===== src/rtl/alu_issue_sched_pkg.sv =====
// Shared constants and types for the ALU issue scheduler and its ALU.
package alu_issue_sched_pkg;

  localparam int unsigned DEF_DATA_W = 16;
  localparam int unsigned DEF_OP_W   = 3;
  localparam int unsigned DEF_SH_W   = 4;

  // Requester tags carried alongside each op through the pipeline.
  localparam logic TAG_A = 1'b0;
  localparam logic TAG_B = 1'b1;

  // Condition codes come out of reset as Z set.
  localparam logic [2:0] CC_RESET = 3'b010;

  typedef enum logic [2:0] {
    OpAdd   = 3'b000,
    OpAnd   = 3'b001,
    OpXor   = 3'b010,
    OpNot   = 3'b011,
    OpLshf  = 3'b100,
    OpRshfl = 3'b101,
    OpRshfa = 3'b110,
    OpPass  = 3'b111
  } alu_op_e;

endpackage


===== src/rtl/alu_issue_sched_alu.sv =====
// Combinational LC-3b ALU: arithmetic/logic ops plus shifts of in1, with sign flags.
module alu
  import alu_issue_sched_pkg::*;
#(
  parameter int unsigned DATA_W = DEF_DATA_W,
  parameter int unsigned OP_W   = DEF_OP_W,
  parameter int unsigned SH_W   = DEF_SH_W
) (
  input  logic [DATA_W-1:0] in1,
  input  logic [DATA_W-1:0] in2,
  input  logic [OP_W-1:0]   op,
  input  logic [SH_W-1:0]   shift,
  output logic [DATA_W-1:0] out,
  output logic              zero,
  output logic              positive,
  output logic              negative
);

  // Opcode decode and result flags.
  always_comb begin
    out = '0;
    case (op)
      OpAdd:   out = in1 + in2;
      OpAnd:   out = in1 & in2;
      OpXor:   out = in1 ^ in2;
      OpNot:   out = ~in1;
      OpLshf:  out = in1 << shift;
      OpRshfl: out = in1 >> shift;
      OpRshfa: out = DATA_W'($signed(in1) >>> shift);
      OpPass:  out = in2;
      default: out = '0;
    endcase
    negative = out[DATA_W-1];
    zero     = (out == '0);
    positive = !negative && !zero;
  end

endmodule


===== src/rtl/alu_issue_sched.sv =====
// Two-requester round-robin issue to a shared ALU, with operand (S1) and
// result (S2) pipeline registers and the architectural NZP register.
module alu_issue_sched
  import alu_issue_sched_pkg::*;
#(
  parameter int unsigned DATA_W = DEF_DATA_W,
  parameter int unsigned OP_W   = DEF_OP_W,
  parameter int unsigned SH_W   = DEF_SH_W
) (
  input  logic              clk,
  input  logic              reset,
  input  logic              a_req_valid,
  output logic              a_req_ready,
  input  logic [DATA_W-1:0] a_in1,
  input  logic [DATA_W-1:0] a_in2,
  input  logic [OP_W-1:0]   a_op,
  input  logic [SH_W-1:0]   a_shift,
  input  logic              a_set_cc,
  input  logic              b_req_valid,
  output logic              b_req_ready,
  input  logic [DATA_W-1:0] b_in1,
  input  logic [DATA_W-1:0] b_in2,
  input  logic [OP_W-1:0]   b_op,
  input  logic [SH_W-1:0]   b_shift,
  input  logic              b_set_cc,
  output logic              a_rsp_valid,
  input  logic              a_rsp_ready,
  output logic              b_rsp_valid,
  input  logic              b_rsp_ready,
  output logic [DATA_W-1:0] rsp_result,
  output logic [2:0]        rsp_nzp,
  output logic [2:0]        cc_nzp,
  output logic              idle
);

  logic              s1_valid_q, s1_tag_q, s1_set_cc_q;
  logic [DATA_W-1:0] s1_in1_q, s1_in2_q;
  logic [OP_W-1:0]   s1_op_q;
  logic [SH_W-1:0]   s1_shift_q;

  logic              s2_valid_q, s2_tag_q, s2_set_cc_q;
  logic [DATA_W-1:0] s2_result_q;
  logic [2:0]        s2_nzp_q;

  logic              last_grant_q;
  logic [2:0]        cc_q;

  logic              s2_free, s1_adv, can_take, req_any, grant, accept, s2_consume;
  logic [DATA_W-1:0] alu_out;
  logic              alu_zero, alu_pos, alu_neg;

  // Pipeline flow control and round-robin grant.
  always_comb begin
    s2_consume  = s2_valid_q && ((s2_tag_q == TAG_A) ? a_rsp_ready : b_rsp_ready);
    s2_free     = !s2_valid_q || s2_consume;
    s1_adv      = s1_valid_q && s2_free;
    can_take    = !s1_valid_q || s1_adv;
    req_any     = a_req_valid || b_req_valid;
    if (a_req_valid && b_req_valid) grant = ~last_grant_q;
    else if (a_req_valid)           grant = TAG_A;
    else                            grant = TAG_B;
    // With no request pending both sides see ready; once any request is up
    // only the granted one does.
    a_req_ready = can_take && (!req_any || grant == TAG_A);
    b_req_ready = can_take && (!req_any || grant == TAG_B);
    accept      = can_take && req_any;
  end

  // Operand stage: capture the granted request.
  always_ff @(posedge clk or posedge reset) begin
    if (reset) begin
      s1_valid_q   <= 1'b0;
      s1_tag_q     <= TAG_A;
      s1_set_cc_q  <= 1'b0;
      s1_in1_q     <= '0;
      s1_in2_q     <= '0;
      s1_op_q      <= '0;
      s1_shift_q   <= '0;
      last_grant_q <= TAG_B;
    end else if (accept) begin
      s1_valid_q   <= 1'b1;
      s1_tag_q     <= grant;
      last_grant_q <= grant;
      s1_set_cc_q  <= (grant == TAG_A) ? a_set_cc : b_set_cc;
      s1_in1_q     <= (grant == TAG_A) ? a_in1    : b_in1;
      s1_in2_q     <= (grant == TAG_A) ? a_in2    : b_in2;
      s1_op_q      <= (grant == TAG_A) ? a_op     : b_op;
      s1_shift_q   <= (grant == TAG_A) ? a_shift  : b_shift;
    end else if (s1_adv) begin
      s1_valid_q   <= 1'b0;
    end
  end

  alu #(
    .DATA_W(DATA_W),
    .OP_W  (OP_W),
    .SH_W  (SH_W)
  ) u_alu (
    .in1     (s1_in1_q),
    .in2     (s1_in2_q),
    .op      (s1_op_q),
    .shift   (s1_shift_q),
    .out     (alu_out),
    .zero    (alu_zero),
    .positive(alu_pos),
    .negative(alu_neg)
  );

  // Result stage and condition codes; result held while the consumer stalls.
  always_ff @(posedge clk or posedge reset) begin
    if (reset) begin
      s2_valid_q  <= 1'b0;
      s2_tag_q    <= TAG_A;
      s2_set_cc_q <= 1'b0;
      s2_result_q <= '0;
      s2_nzp_q    <= '0;
      cc_q        <= CC_RESET;
    end else if (s1_adv) begin
      s2_valid_q  <= 1'b1;
      s2_tag_q    <= s1_tag_q;
      s2_set_cc_q <= s1_set_cc_q;
      s2_result_q <= alu_out;
      s2_nzp_q    <= {alu_neg, alu_zero, alu_pos};
      if (s1_set_cc_q) cc_q <= {alu_neg, alu_zero, alu_pos};
    end else if (s2_consume) begin
      s2_valid_q  <= 1'b0;
    end
  end

  // Response steering and status.
  always_comb begin
    a_rsp_valid = s2_valid_q && (s2_tag_q == TAG_A);
    b_rsp_valid = s2_valid_q && (s2_tag_q == TAG_B);
    rsp_result  = s2_result_q;
    rsp_nzp     = s2_nzp_q;
    cc_nzp      = cc_q;
    idle        = !s1_valid_q && !s2_valid_q;
  end

endmodule

===== config.mk =====
export PLATFORM = sky130hd
export DESIGN_NAME = alu_issue_sched
export DESIGN_NICKNAME = d
export VERILOG_FILES = /design/src/rtl/alu_issue_sched_pkg.sv /design/src/rtl/alu_issue_sched_alu.sv /design/src/rtl/alu_issue_sched.sv
export SDC_FILE = /design/constraint.sdc
export NUM_CORES = 1
export LEC_CHECK = 0
export BUFFER_PORTS_ARGS = -buffer_cell sky130_fd_sc_hd__buf_4
export CAP_MARGIN = 10
export CELL_PAD_IN_SITES_DETAIL_PLACEMENT = 0
export CELL_PAD_IN_SITES_GLOBAL_PLACEMENT = 1
export CORE_AREA = 2 2 149 151
export CTS_BUF_LIST = sky130_fd_sc_hd__clkbuf_16
export DETAILED_ROUTE_END_ITERATION = 8
export DIE_AREA = 0 0 151 153
export PLACE_DENSITY_LB_ADDON = 0.1
export REMOVE_ABC_BUFFERS = 1
export SLEW_MARGIN = 10
export SYNTH_ARGS = -nofsm -noshare
export SYNTH_HDL_FRONTEND = slang
export SYNTH_SLANG_ARGS = --single-unit

===== constraint.sdc =====
create_clock -name clk -period 6.4 [get_ports clk]
set_input_delay 1.6 -clock clk [delete_from_list [all_inputs] [get_ports clk]]
set_output_delay 1.6 -clock clk [all_outputs]
set_load 0.05 [all_outputs]

==> impl_metrics.json <==
{
  "antennaDiodeCount": 0,
  "peakVddDrop_mv": 0.217,
  "outcome": "finished, final reports clean",
  "async_reset_ff_frac": 1.00,
  "r2r_start": "s1_shift_q[0]$_DFFE_PP0P_",
  "antenna_left": 0,
  "crit_buf_inv": 2,
  "hold_buffers": 0,
  "min-delay-start": "s1_tag_q$_DFFE_PP0P_",
  "finalHoldViolations": 0,
  "first_pass_iters": 8,
  "grt_pass1_wl_um": 35200,
  "utilization": 0.356,
  "rows": 54,
  "crit_path_end_kind": "output port",
  "synth_cell_types": 82,
  "finalWirelength_um": 22900,
  "period_share": 0.652,
  "critPathRequiredTime_ns": 4.80,
  "grt_overflow": 0,
  "start_util": 0.296,
  "gp_congestion": 0.988,
  "reg2reg_depth": 8,
  "yosysTopAreaCell": "dfrtp_1",
  "clk_pin_slew_ns": 0.06,
  "crit_slowest_cell": "nor2_1",
  "place_ws_ns": 2.22,
  "cts_sinks": 66,
  "cts_buffers": 9,
  "critPathTopFamily": "simple AND/OR/NAND/NOR gates",
  "seqCellArea_mm2": 0.00166,
  "cpPeakStageDelay_ns": 0.27,
  "r2r-end": "rsp_nzp[1]$_DFFE_PP0P_",
  "holdCritPathClass": "reg2reg",
  "crit_fanout": 4,
  "syn_to_final_growth_pct": 20.5,
  "drc": 0,
  "nets": 937,
  "synth_seq_cells": 66,
  "drtIter0Drc": 408,
  "wire_per_inst_um": 20.5,
  "clock_latency_ns": 0.35,
  "synthesis.area_mm2": 0.00635,
  "place_hpwl_um": 16900,
  "ys_warn_count": 0,
  "die_x_um": 151,
  "yosysTopAreaCellShare": 0.252,
  "max_slew_margin": 0.322,
  "skew_ns": 0.0105,
  "viasPerCell": 5.56,
  "fin_ws_ns": 2.23,
  "max_freq_mhz": 240,
  "power.density_mw_per_mm2": 594,
  "dieHeight_um": 153,
  "die_area_mm2": 0.0231,
  "seq_area_frac_synth": 0.260,
  "cts-resized-gates": 0,
  "portBuffers": 112,
  "r2r_slack_ns": 2.76,
  "placed_area_mm2": 0.00735,
  "htree_levels": 3,
  "cts_setup_buffers": 0,
  "synthCells": 765,
  "clk_path_buf_depth": 2,
  "drive_gt1_frac": 0.218,
  "vias": 6221,
  "setup_violations": 0,
  "tightest_slew_ns": 1.02,
  "worstSetupPathType": "in2out",
  "ys.flop_type": "dfrtp_1",
  "core-area_mm2": 0.0215,
  "pin_count": 113,
  "grt_max_degree": 82,
  "layout_min_cycle_time_ns": 4.17,
  "grt_pass1_vias": 5879,
  "fin_area_mm2": 0.00766,
  "cts_tree": "yes",
  "slew_viol_final": 0,
  "syn_avg_cell_area_um2": 8.31,
  "worstPathArrival_ns": 2.57,
  "synth_edf_count": 0,
  "antenna_found_initial": 0,
  "root_buffer": "clkbuf_16",
  "path_depth": 6,
  "rsz0062_at_grt": "false",
  "fillers": 2263,
  "synth_area_leaders": "dfrtp_1, mux2i_1, a21oi_1, nor2_1, mux4_2",
  "crit_chain": "buf_4 > mux2i_1 > nand2_1 > nor2_1 > nor2_1 > buf_4",
  "grt_usage": 0.199,
  "maxCapViolations": 0,
  "hold_end": "s2_tag_q$_DFFE_PP0P_",
  "p_leak_nw": 3.35,
  "min_path_cells": 2,
  "multiInputGateArea_mm2": 0.00433,
  "crit_path_start_kind": "primary input"
}
cells in the final DEF, fill, tap and decap left out, types with 6 or more instances in the layout:
master / count
nor3_1: 10
o22ai_1: 12
nand4_1: 14
clkbuf_16: 9
inv_1: 18
and3_1: 9
nand2b_1: 9
ha_1: 16
o21ai_0: 35
a21oi_1: 70
nand3_1: 13
nor2b_1: 26
buf_4: 125
mux2_2: 7
mux4_2: 12
nor4_1: 7
a211oi_1: 9
nor2_1: 91
nand2_1: 59
and2_1: 6
mux2_1: 10
o211ai_1: 6
dfrtp_1: 63
mux2i_1: 72
worst max-delay path by stage:
stage	from	end	slack [ns]
after floorplan	b_req_valid	b_req_ready	-1.90
after global placement	b_rsp_ready	a_req_ready	2.27
after detailed placement	b_rsp_ready	a_req_ready	2.22
after CTS	b_rsp_ready	a_req_ready	2.22
after global routing	b_rsp_ready	a_req_ready	2.12
final	b_rsp_ready	a_req_ready	2.23
cell type report:
cell class	count	share of cell area
well taps	280	0.0458
multi-input cells	612	0.565
repair buffers	125	0.123
clock inverters	7	0.0111
clock buffers	9	0.0294
flip-flops and latches	66	0.216
inverters	20	0.00981
synthesized netlist by cell type, types with 4 or more instances:
cell type and n:
nor2_1 92, mux2i_1 72, a21oi_1 70, dfrtp_1 64
nand2_1 59, clkbuf_1 43, o21ai_0 36, nor2b_1 26
inv_1 18, ha_1 16, buf_2 15, nand4_1 14
nand3_1 13, mux4_2 12, o22ai_1 12, nor3_1 11
mux2_1 10, a211oi_1 9, and3_1 9, nand2b_1 9
mux2_2 7, nor4_1 7, and2_1 6, buf_6 6
o211ai_1 6, a21o_1 5, a31oi_1 5, mux2_4 5
nor3b_1 5, o211a_1 5, o21a_1 5, o21ai_1 5
or3_1 5, xor2_1 5, a22oi_1 4, a32o_1 4
a32oi_1 4, nand3b_1 4
cell families after synthesis:
group | Yosys count | synth area share
multiplexers | 107 | 0.202
adder cells (fa/ha/maj) | 17 | 0.0347
flip-flops | 66 | 0.260
buffers and inverters | 87 | 0.0626
XOR/XNOR | 7 | 0.0108
AND/OR/NAND/NOR | 271 | 0.211
AO/OA/AOI/OAI | 210 | 0.218
layer usage:
metal	up-vias	GRT usage	wire length [µm]
met5	-	0	0
met4	0	0.0463	286
met3	24	0.0334	1220
met2	212	0.308	10500
met1	3022	0.289	10900
li1	2963	-	-
worst register-to-register path, stage by stage, from the launching register on:
cell	delay, ns
dfrtp_1	0.84
inv_1	0.51
mux2i_1	0.41
o22ai_1	0.19
nor4_1	0.56
and4b_1	0.28
nand4_1	0.15
nor4_4	0.41
a32o_1	0.23
sequential cells by signal, indices dropped and copies added (netlist names), 2 cells and up:
name        count
s1_shift_q      4
rsp_result     16
rsp_nzp         2
cc_nzp          3
s1_in1_q       16
s1_op_q         3
s1_in2_q       16
power by group:
part / internal (W) / leakage, nW / switching [W]
clock network: 0.000337 / 0.154 / 0.000196
registers: 0.000592 / 0.752 / 0.000303
logic: 0.00119 / 2.44 / 0.00193
total: 0.00212 / 3.35 / 0.00243
per-stage QoR:
stage	setup TNS, ns	hold slack, ns	power, W	std cells
after floorplan	-7.81	0.435	0.00301	698
after global placement	0	0.449	0.00397	1103
after detailed placement	0	0.465	0.00399	1103
after CTS	0	0.480	0.00455	1119
after global routing	0	0.514	0.00490	1119
final	0	0.475	0.00455	1119
No activity file was read; power rests on OpenSTA's default activity.
